## src/rtl/ahb_pkg.sv

```systemverilog
// Shared AHB-Lite encodings, FSM states and the byte-lane helper
// for the register-file memory responder.
package ahb_pkg;

    localparam logic [1:0] HTRANS_IDLE   = 2'b00;
    localparam logic [1:0] HTRANS_BUSY   = 2'b01;
    localparam logic [1:0] HTRANS_NONSEQ = 2'b10;
    localparam logic [1:0] HTRANS_SEQ    = 2'b11;

    localparam logic [2:0] HSIZE_BYTE = 3'b000;
    localparam logic [2:0] HSIZE_HALF = 3'b001;
    localparam logic [2:0] HSIZE_WORD = 3'b010;

    localparam logic HRESP_OKAY  = 1'b0;
    localparam logic HRESP_ERROR = 1'b1;

    localparam int unsigned WCNT_W = 4;

    typedef enum logic [2:0] {
        ST_IDLE = 3'd0,
        ST_WAIT = 3'd1,
        ST_DATA = 3'd2,
        ST_ERR1 = 3'd3,
        ST_ERR2 = 3'd4
    } ahb_state_e;

    // Little-endian lane mask; assumes the access has already been checked for alignment.
    function automatic logic [3:0] byte_en(input logic [1:0] lo, input logic [2:0] size);
        logic [3:0] be;
        be = 4'b0000;
        case (size)
            HSIZE_BYTE: be = 4'b0001 << lo;
            HSIZE_HALF: be = lo[1] ? 4'b1100 : 4'b0011;
            HSIZE_WORD: be = 4'b1111;
            default:    be = 4'b0000;
        endcase
        return be;
    endfunction

endpackage

```

## src/rtl/ahb_slave_mem_if.sv

```systemverilog
// AHB-Lite bus bundle between a master/decoder and one responder.
interface ahb_slave_mem_if;

    logic        hsel;
    logic [31:0] haddr;
    logic [1:0]  htrans;
    logic        hwrite;
    logic [2:0]  hsize;
    logic [2:0]  hburst;
    logic [3:0]  hprot;
    logic        hmastlock;
    logic        hready;
    logic [31:0] hwdata;
    logic        hreadyout;
    logic        hresp;
    logic [31:0] hrdata;

    modport master (
        output hsel, haddr, htrans, hwrite, hsize, hburst, hprot, hmastlock, hready, hwdata,
        input  hreadyout, hresp, hrdata
    );

    modport slave (
        input  hsel, haddr, htrans, hwrite, hsize, hburst, hprot, hmastlock, hready, hwdata,
        output hreadyout, hresp, hrdata
    );

endinterface

```

## src/rtl/ahb_slave_regfile.sv

```systemverilog
// DEPTH x 32-bit flop array with async clear, byte-enable write port
// and one combinational read port.
module ahb_slave_regfile #(
    parameter int DEPTH = 16,
    parameter int AW    = $clog2(DEPTH)
) (
    input  logic          clk,
    input  logic          rst,
    input  logic          we_i,
    input  logic [3:0]    be_i,
    input  logic [AW-1:0] widx_i,
    input  logic [31:0]   wdata_i,
    input  logic [AW-1:0] ridx_i,
    output logic [31:0]   rdata_o
);

    logic [31:0] mem_q [DEPTH];

    always_ff @(posedge clk or posedge rst) begin
        if (rst) begin
            for (int i = 0; i < DEPTH; i++) begin
                mem_q[i] <= '0;
            end
        end else if (we_i) begin
            for (int b = 0; b < 4; b++) begin
                if (be_i[b]) begin
                    mem_q[widx_i][8*b +: 8] <= wdata_i[8*b +: 8];
                end
            end
        end
    end

    assign rdata_o = mem_q[ridx_i];

endmodule

```

## src/rtl/ahb_slave_mem.sv

```systemverilog
// AHB-Lite register-file memory responder: address/data phase tracking,
// programmable wait states, ERROR on illegal accesses, write-to-read forwarding.
module ahb_slave_mem
    import ahb_pkg::*;
#(
    parameter int unsigned DEPTH       = 16,
    parameter int unsigned WAIT_STATES = 0,
    parameter logic [31:0] BASE_ADDR   = 32'h0000_0000
) (
    input  logic           hclk,
    input  logic           hreset,
    ahb_slave_mem_if.slave bus
);

    localparam int unsigned AW   = $clog2(DEPTH);
    localparam int unsigned OW   = AW + 2;
    localparam logic [31:0] SPAN = 32'(DEPTH * 4);
    localparam logic [WCNT_W-1:0] WS_LAST =
        (WAIT_STATES > 0) ? WCNT_W'(WAIT_STATES - 1) : '0;

    ahb_state_e        state_q, state_d;
    logic [WCNT_W-1:0] cnt_q, cnt_d;
    logic [OW-1:0]     off_q, off_d;
    logic              write_q, write_d;
    logic [2:0]        size_q, size_d;
    logic [31:0]       hrdata_q, hrdata_d;

    logic [31:0]   bus_off;
    logic          accept;
    logic          legal;
    logic          ready_c;
    logic          resp_c;
    logic          load_rd;
    logic          rd_from_bus;
    logic          wr_en;
    logic [3:0]    wr_be;
    logic [AW-1:0] wr_idx;
    logic [AW-1:0] rd_idx;
    logic [31:0]   mem_rdata;
    logic [31:0]   fwd_rdata;
    logic          unused_bits;

    // Unsigned subtraction makes addresses below BASE_ADDR wrap to huge offsets, so they fail the span check.
    function automatic logic addr_legal(input logic [31:0] off, input logic [2:0] size);
        logic ok;
        ok = (off < SPAN);
        case (size)
            HSIZE_BYTE: ok = ok;
            HSIZE_HALF: ok = ok & ~off[0];
            HSIZE_WORD: ok = ok & (off[1:0] == 2'b00);
            default:    ok = 1'b0;
        endcase
        return ok;
    endfunction

    assign bus_off     = bus.haddr - BASE_ADDR;
    assign accept      = bus.hsel & bus.hready & bus.htrans[1];
    assign legal       = addr_legal(bus_off, bus.hsize);
    assign unused_bits = ^{bus.htrans[0], bus.hburst, bus.hprot, bus.hmastlock};

    always_ff @(posedge hclk or posedge hreset) begin
        if (hreset) begin
            state_q  <= ST_IDLE;
            cnt_q    <= '0;
            off_q    <= '0;
            write_q  <= 1'b0;
            size_q   <= HSIZE_BYTE;
            hrdata_q <= '0;
        end else begin
            state_q  <= state_d;
            cnt_q    <= cnt_d;
            off_q    <= off_d;
            write_q  <= write_d;
            size_q   <= size_d;
            hrdata_q <= hrdata_d;
        end
    end

    always_comb begin
        state_d     = state_q;
        cnt_d       = cnt_q;
        off_d       = off_q;
        write_d     = write_q;
        size_d      = size_q;
        ready_c     = 1'b1;
        resp_c      = HRESP_OKAY;
        load_rd     = 1'b0;
        rd_from_bus = 1'b0;

        case (state_q)
            ST_WAIT: begin
                ready_c = 1'b0;
                if (cnt_q == WS_LAST) begin
                    state_d = ST_DATA;
                    load_rd = ~write_q;
                end else begin
                    cnt_d = cnt_q + 1'b1;
                end
            end
            ST_ERR1: begin
                ready_c = 1'b0;
                resp_c  = HRESP_ERROR;
                state_d = ST_ERR2;
            end
            ST_ERR2: resp_c = HRESP_ERROR;
            default: ;
        endcase

        // IDLE, DATA and ERR2 all end this cycle, so each may take the next address phase.
        if (ready_c) begin
            state_d = ST_IDLE;
            if (accept) begin
                off_d   = bus_off[OW-1:0];
                write_d = bus.hwrite;
                size_d  = bus.hsize;
                if (!legal) begin
                    state_d = ST_ERR1;
                end else if (WAIT_STATES > 0) begin
                    state_d = ST_WAIT;
                    cnt_d   = '0;
                end else begin
                    state_d     = ST_DATA;
                    load_rd     = ~bus.hwrite;
                    rd_from_bus = 1'b1;
                end
            end
        end
    end

    assign wr_en  = (state_q == ST_DATA) && write_q;
    assign wr_be  = byte_en(off_q[1:0], size_q);
    assign wr_idx = off_q[OW-1:2];
    assign rd_idx = rd_from_bus ? bus_off[OW-1:2] : off_q[OW-1:2];

    ahb_slave_regfile #(
        .DEPTH (DEPTH),
        .AW    (AW)
    ) u_regfile (
        .clk     (hclk),
        .rst     (hreset),
        .we_i    (wr_en),
        .be_i    (wr_be),
        .widx_i  (wr_idx),
        .wdata_i (bus.hwdata),
        .ridx_i  (rd_idx),
        .rdata_o (mem_rdata)
    );

    // A write retiring on the same edge as a read of that word supplies its new lanes directly.
    always_comb begin
        fwd_rdata = mem_rdata;
        for (int b = 0; b < 4; b++) begin
            if (wr_en && wr_be[b] && (wr_idx == rd_idx)) begin
                fwd_rdata[8*b +: 8] = bus.hwdata[8*b +: 8];
            end
        end
    end

    assign hrdata_d      = load_rd ? fwd_rdata : hrdata_q;
    assign bus.hreadyout = ready_c;
    assign bus.hresp     = resp_c;
    assign bus.hrdata    = hrdata_q;

endmodule

```

## src/flat_wrapper.sv

```systemverilog
// flat-port wrapper written by rule: the top's interface ports become plain ports
module ahb_slave_mem_flat import ahb_pkg::*;
#(
    parameter int unsigned DEPTH       = 16,
    parameter int unsigned WAIT_STATES = 0,
    parameter logic [31:0] BASE_ADDR   = 32'h0000_0000
)
  (hclk, hreset, bus_hsel, bus_haddr, bus_htrans, bus_hwrite, bus_hsize, bus_hburst, bus_hprot, bus_hmastlock, bus_hready, bus_hwdata, bus_hreadyout, bus_hresp, bus_hrdata);
  ahb_slave_mem_if bus_i ();
  input  logic hclk;
  input  logic hreset;
  input wire logic [$bits(bus_i.hsel)-1:0] bus_hsel;
  input wire logic [$bits(bus_i.haddr)-1:0] bus_haddr;
  input wire logic [$bits(bus_i.htrans)-1:0] bus_htrans;
  input wire logic [$bits(bus_i.hwrite)-1:0] bus_hwrite;
  input wire logic [$bits(bus_i.hsize)-1:0] bus_hsize;
  input wire logic [$bits(bus_i.hburst)-1:0] bus_hburst;
  input wire logic [$bits(bus_i.hprot)-1:0] bus_hprot;
  input wire logic [$bits(bus_i.hmastlock)-1:0] bus_hmastlock;
  input wire logic [$bits(bus_i.hready)-1:0] bus_hready;
  input wire logic [$bits(bus_i.hwdata)-1:0] bus_hwdata;
  output wire logic [$bits(bus_i.hreadyout)-1:0] bus_hreadyout;
  output wire logic [$bits(bus_i.hresp)-1:0] bus_hresp;
  output wire logic [$bits(bus_i.hrdata)-1:0] bus_hrdata;
  assign bus_i.hsel = bus_hsel;
  assign bus_i.haddr = bus_haddr;
  assign bus_i.htrans = bus_htrans;
  assign bus_i.hwrite = bus_hwrite;
  assign bus_i.hsize = bus_hsize;
  assign bus_i.hburst = bus_hburst;
  assign bus_i.hprot = bus_hprot;
  assign bus_i.hmastlock = bus_hmastlock;
  assign bus_i.hready = bus_hready;
  assign bus_i.hwdata = bus_hwdata;
  assign bus_hreadyout = bus_i.hreadyout;
  assign bus_hresp = bus_i.hresp;
  assign bus_hrdata = bus_i.hrdata;
  ahb_slave_mem #(.DEPTH(DEPTH), .WAIT_STATES(WAIT_STATES), .BASE_ADDR(BASE_ADDR)) u_core (.hclk(hclk), .hreset(hreset), .bus(bus_i));
endmodule
```

## config.mk

```make
export PLATFORM = sky130hd
export DESIGN_NAME = ahb_slave_mem_flat
export DESIGN_NICKNAME = d
export VERILOG_FILES = /design/src/rtl/ahb_pkg.sv /design/src/rtl/ahb_slave_mem_if.sv /design/src/rtl/ahb_slave_regfile.sv /design/src/rtl/ahb_slave_mem.sv /design/src/flat_wrapper.sv
export SDC_FILE = /design/constraint.sdc
export NUM_CORES = 1
export LEC_CHECK = 0
export CORE_MARGIN = 3
export CORE_UTILIZATION = 50
export DETAILED_ROUTE_END_ITERATION = 8
export DONT_BUFFER_PORTS = 1
export GPL_ROUTABILITY_DRIVEN = 0
export PLACE_DENSITY = 0.71
export SKIP_CTS_REPAIR_TIMING = 1
export SYNTH_ARGS = -nofsm -noshare
export SYNTH_HDL_FRONTEND = slang
export SYNTH_HIERARCHICAL = 1
export SYNTH_SLANG_ARGS = --single-unit
```

## constraint.sdc

```tcl
create_clock -name hclk -period 24.2 [get_ports hclk]
set_input_delay 4.84 -clock hclk [delete_from_list [all_inputs] [get_ports hclk]]
set_output_delay 4.84 -clock hclk [all_outputs]
set_load 0.005 [all_outputs]
```

==> results by group <==
Timing
  – Final setup fails: 0
  – Max-slew violation count: 0
  – Min cycle time layout: 9070 ps
  – Max_slew headroom: 0.291
  – Clk_skew: ~18 ps
  – RSZ-0062 raised after global routing: false
  – Final hold vios: 0
  – Tcrit/Tclk final: 0.375
  – Slew @ Worst Pin: ~1100 ps
  – TNS Setup: 0 ps
  – Max Freq: 0.110 GHz
  – Hold slack: 487 ps

CTS
  – Clock-pin slew on the worst setup and hold paths: about 60 ps
  – CTS Root Cell: clkbuf_16
  – Clock Path Buffers: 3
  – CTS tree: yes
  – CTS HTree Levels: 2
  – Clk Latency, worst-skew pair: 610 ps
  – Total CTS buffers: between 50 and 60
  – Clk sinks: ~560

Floorplan
  – Io pins: 116
  – Num rows: 82
  – Die area: around 54000 um^2
  – Die H: around 230 um
  – Initial Util: 0.509
  – Core box area: just over 50000 um^2
  – Die X: between 200 and 250 um

Yosys
  – Synth Area in XOR/XNOR: 0.00238
  – Synth Flop Type: dfrtp_1
  – Seq/Total Area, Yosys: 0.545
  – Post-synth cell types: 50
  – Asr flop ratio synth: 1.00
  – Mean post-synth cell area: 15.2 um^2
  – Synth Area in Adders: 0.000971
  – EDFF count, synth: 0
  – Syn_nets: 1781
  – Combinational family with the most area after synthesis: multiplexers
  – Post-Synth Simple-Gate Area: 0.0510
  – Mapped cell area: approximately 26000 um^2
  – Synth top area share: 0.545
  – Seq cells post-synth: around 560
  – Area leader, netlist: dfrtp_1
  – Ys Warns: 6
  – Synth Area in Compound Gates: 0.0304
  – Top post-synthesis cells by area: dfrtp_1 (54%), mux2_2 (22%), mux4_2 (11%)
  – Mux contribution to synthesized area: 0.351
  – Mapped Cells: roughly 1700

Global routing
  – Initial antenna violation count: 0
  – Vias in the first global route: ~15000
  – Largest net degree at the start of global routing: between 100 and 150
  – Grt total ovfl: 0
  – Gr usage total: 0.213
  – Global-route wire length before repair: 89200 um

Power
  – PD cells: roughly 83 nW/um^2
  – Flop pwr share: 0.472
  – Power share of the combinational group: 0.155
  – Cell leakage power: between 10 and 15 nW
  – Max VDD drop: around 0.000052 V
  – Clock Power Share: 0.373
  – Cell-internal power: around 0.0018 W
  – Switching power: 0.000596 W
  – Net Sw Frac: 0.253

Detailed routing
  – Total wire length: 56800 um
  – DR iter-0 viols: between 1000 and 1500
  – Final ANT Viol Nets: 0
  – Drt first pass iters: 4
  – DR vias: about 14000
  – DRC errors left: 0
  – DR vias/cell: around 6.1
  – DR WL/cell: 23.9 um

Critical path
  – WS Path Type: primary input to flop
  – Crit. End Element: flop
  – Crit Path Max Fanout: 64
  – CP required: approximately 25000 ps
  – Reg2reg path depth: 11
  – Worst r2r src: u_core/state_q[2]
  – CP arrival: about 9500 ps
  – CP Launch Type: primary input
  – FF-to-FF End: u_core/bus.hrdata[8]
  – Reg2reg setup slack: 18980 ps

Placed design
  – Post-DP Area: ~26000 um^2
  – Port Buffers: 0
  – Hpwl dp: roughly 35000 um

Finish
  – Antenna cells: 0
  – Synth-to-Final Area Change: 9.37%
  – Final instance area: 28200 um^2
  – Nets@finish: ~1800
  – Fillcell total: 3973
  – Fraction of layout cells with a size suffix above 1: 0.477

Hold path
  – Hold Startpoint: u_core/cnt_q[3]
  – Hold path endpoint: u_core/cnt_q[3]
  – Worst hold path stage count: 1
  – Worst hold path class: flop to flop

Run status
  – Status: completed

Run
  – Max_cap viols: 0
per-layer routing:
metal  part of all wire  up-vias  routed length, um  global-route usage
li1                   -     6231                  -                   -
met1               0.43     7738              24400               0.288
met2               0.49      336              27800               0.350
met3              0.054       91               3070              0.0409
met4              0.027        0               1550              0.0683
met5                  0        -                  0                   0
layout by cell type (no fill, tap or decap), drive strengths merged, types with 6 or more instances in the layout:
cell,Yosys,routed
nor2b,7,7
nor3,6,6
mux2,516,516
nor4,7,7
dfrtp,561,561
buf,34,14
clkinv,0,14
nor2,84,84
nand2b,11,11
mux2i,32,32
clkbuf,70,78
nand2,85,85
a22oi,64,64
a21oi,39,39
mux4,128,128
inv,6,6
synthesized netlist by cell type, types with 2 or more instances:
master     instances
buf_2             23
nand4_2            2
nor2_2            43
nor3_1             5
mux4_2           128
ha_1               2
nor2b_1            7
nand2b_1          11
xnor2_1            3
nand4b_1           2
mux2_2           500
dfrtp_1          561
a22oi_1           64
nor4_1             3
nand4b_2           3
inv_1              6
nand3b_1           2
and4bb_2           3
nand4_1            3
buf_4              7
nor4_2             4
mux2i_1           32
o21bai_1           2
nand2_1           84
clkbuf_1          70
a21oi_4            3
a21oi_1           36
nand4bb_1          3
xor2_1             4
mux2_4             8
nor2_1            38
nor2_8             3
mux2_1             8
nor3b_1            2
buf_6              4
o21ai_0            4
metrics by stage:
step	utilization	setup WS (ps)	power, W	std cells
floorplan	-	5060	0.00141	1697
global placement	0.520	14370	0.00148	2279
detailed placement	0.520	14300	0.00149	2279
CTS	0.557	14950	0.00238	2377
global route	0.557	14580	0.00246	2377
finish	0.557	15130	0.00235	2377
worst max-delay path, stage by stage:
cell and delay (ps):
nor4_2 290, nand4_1 260, nor3_1 340, nand2_1 240
mux2_8 830, buf_4 750, buf_4 650, mux4_2 570
a22oi_1 300, nand2_1 80, mux2i_1 230, a21oi_1 100
worst max-delay path by stage:
stage | start | end | slack, ps | cells after the start
2_1_floorplan | hreset | u_core/u_regfile/mem_q[0] | 5060 | 1
3_3_place_gp | bus_haddr[12] | u_core/bus.hrdata[8] | 14370 | 12
3_5_place_dp | bus_haddr[12] | u_core/bus.hrdata[8] | 14300 | 12
4_1_cts | bus_haddr[12] | u_core/bus.hrdata[8] | 14950 | 12
5_1_grt | bus_haddr[12] | u_core/bus.hrdata[8] | 14580 | 12
6_report | bus_haddr[12] | u_core/bus.hrdata[8] | 15130 | 12
state kept, by name, summed over array words and instances (netlist names):
name and count:
u_core/write_q 1, u_core/state_q 3, u_core/u_regfile/mem_q 512, u_core/bus.hrdata 32
u_core/cnt_q 4, u_core/size_q 3, u_core/off_q 6
layout make-up:
type                    instances  area (um^2)  share of cell area
flip-flops and latches        561        14000               0.498
multi-input cells            1026        11300               0.401
clock buffers                  78         1650              0.0584
well taps                     672          841              0.0298
clock inverters                20          228             0.00808
repair buffers                 14          105             0.00373
inverters                       6         30.0             0.00107
logic make-up after synthesis:
logic type | Yosys count
xor+xnor | 7
simple gates | 228
buf+inv | 110
fa+ha+maj | 2
mux | 676
flops | 561
compound gates | 113
power groups by stage:
stage	clock network, W	registers [W]	logic (W)
2_1_floorplan	0	0.00110	0.000307
5_1_grt	0.000936	0.00112	0.000396
6_report	0.000878	0.00111	0.000364
3_3_place_gp	0	0.00112	0.000358
4_1_cts	0.000900	0.00111	0.000368
3_5_place_dp	0	0.00113	0.000367
Note: power is estimated with default switching activity, not from simulation.
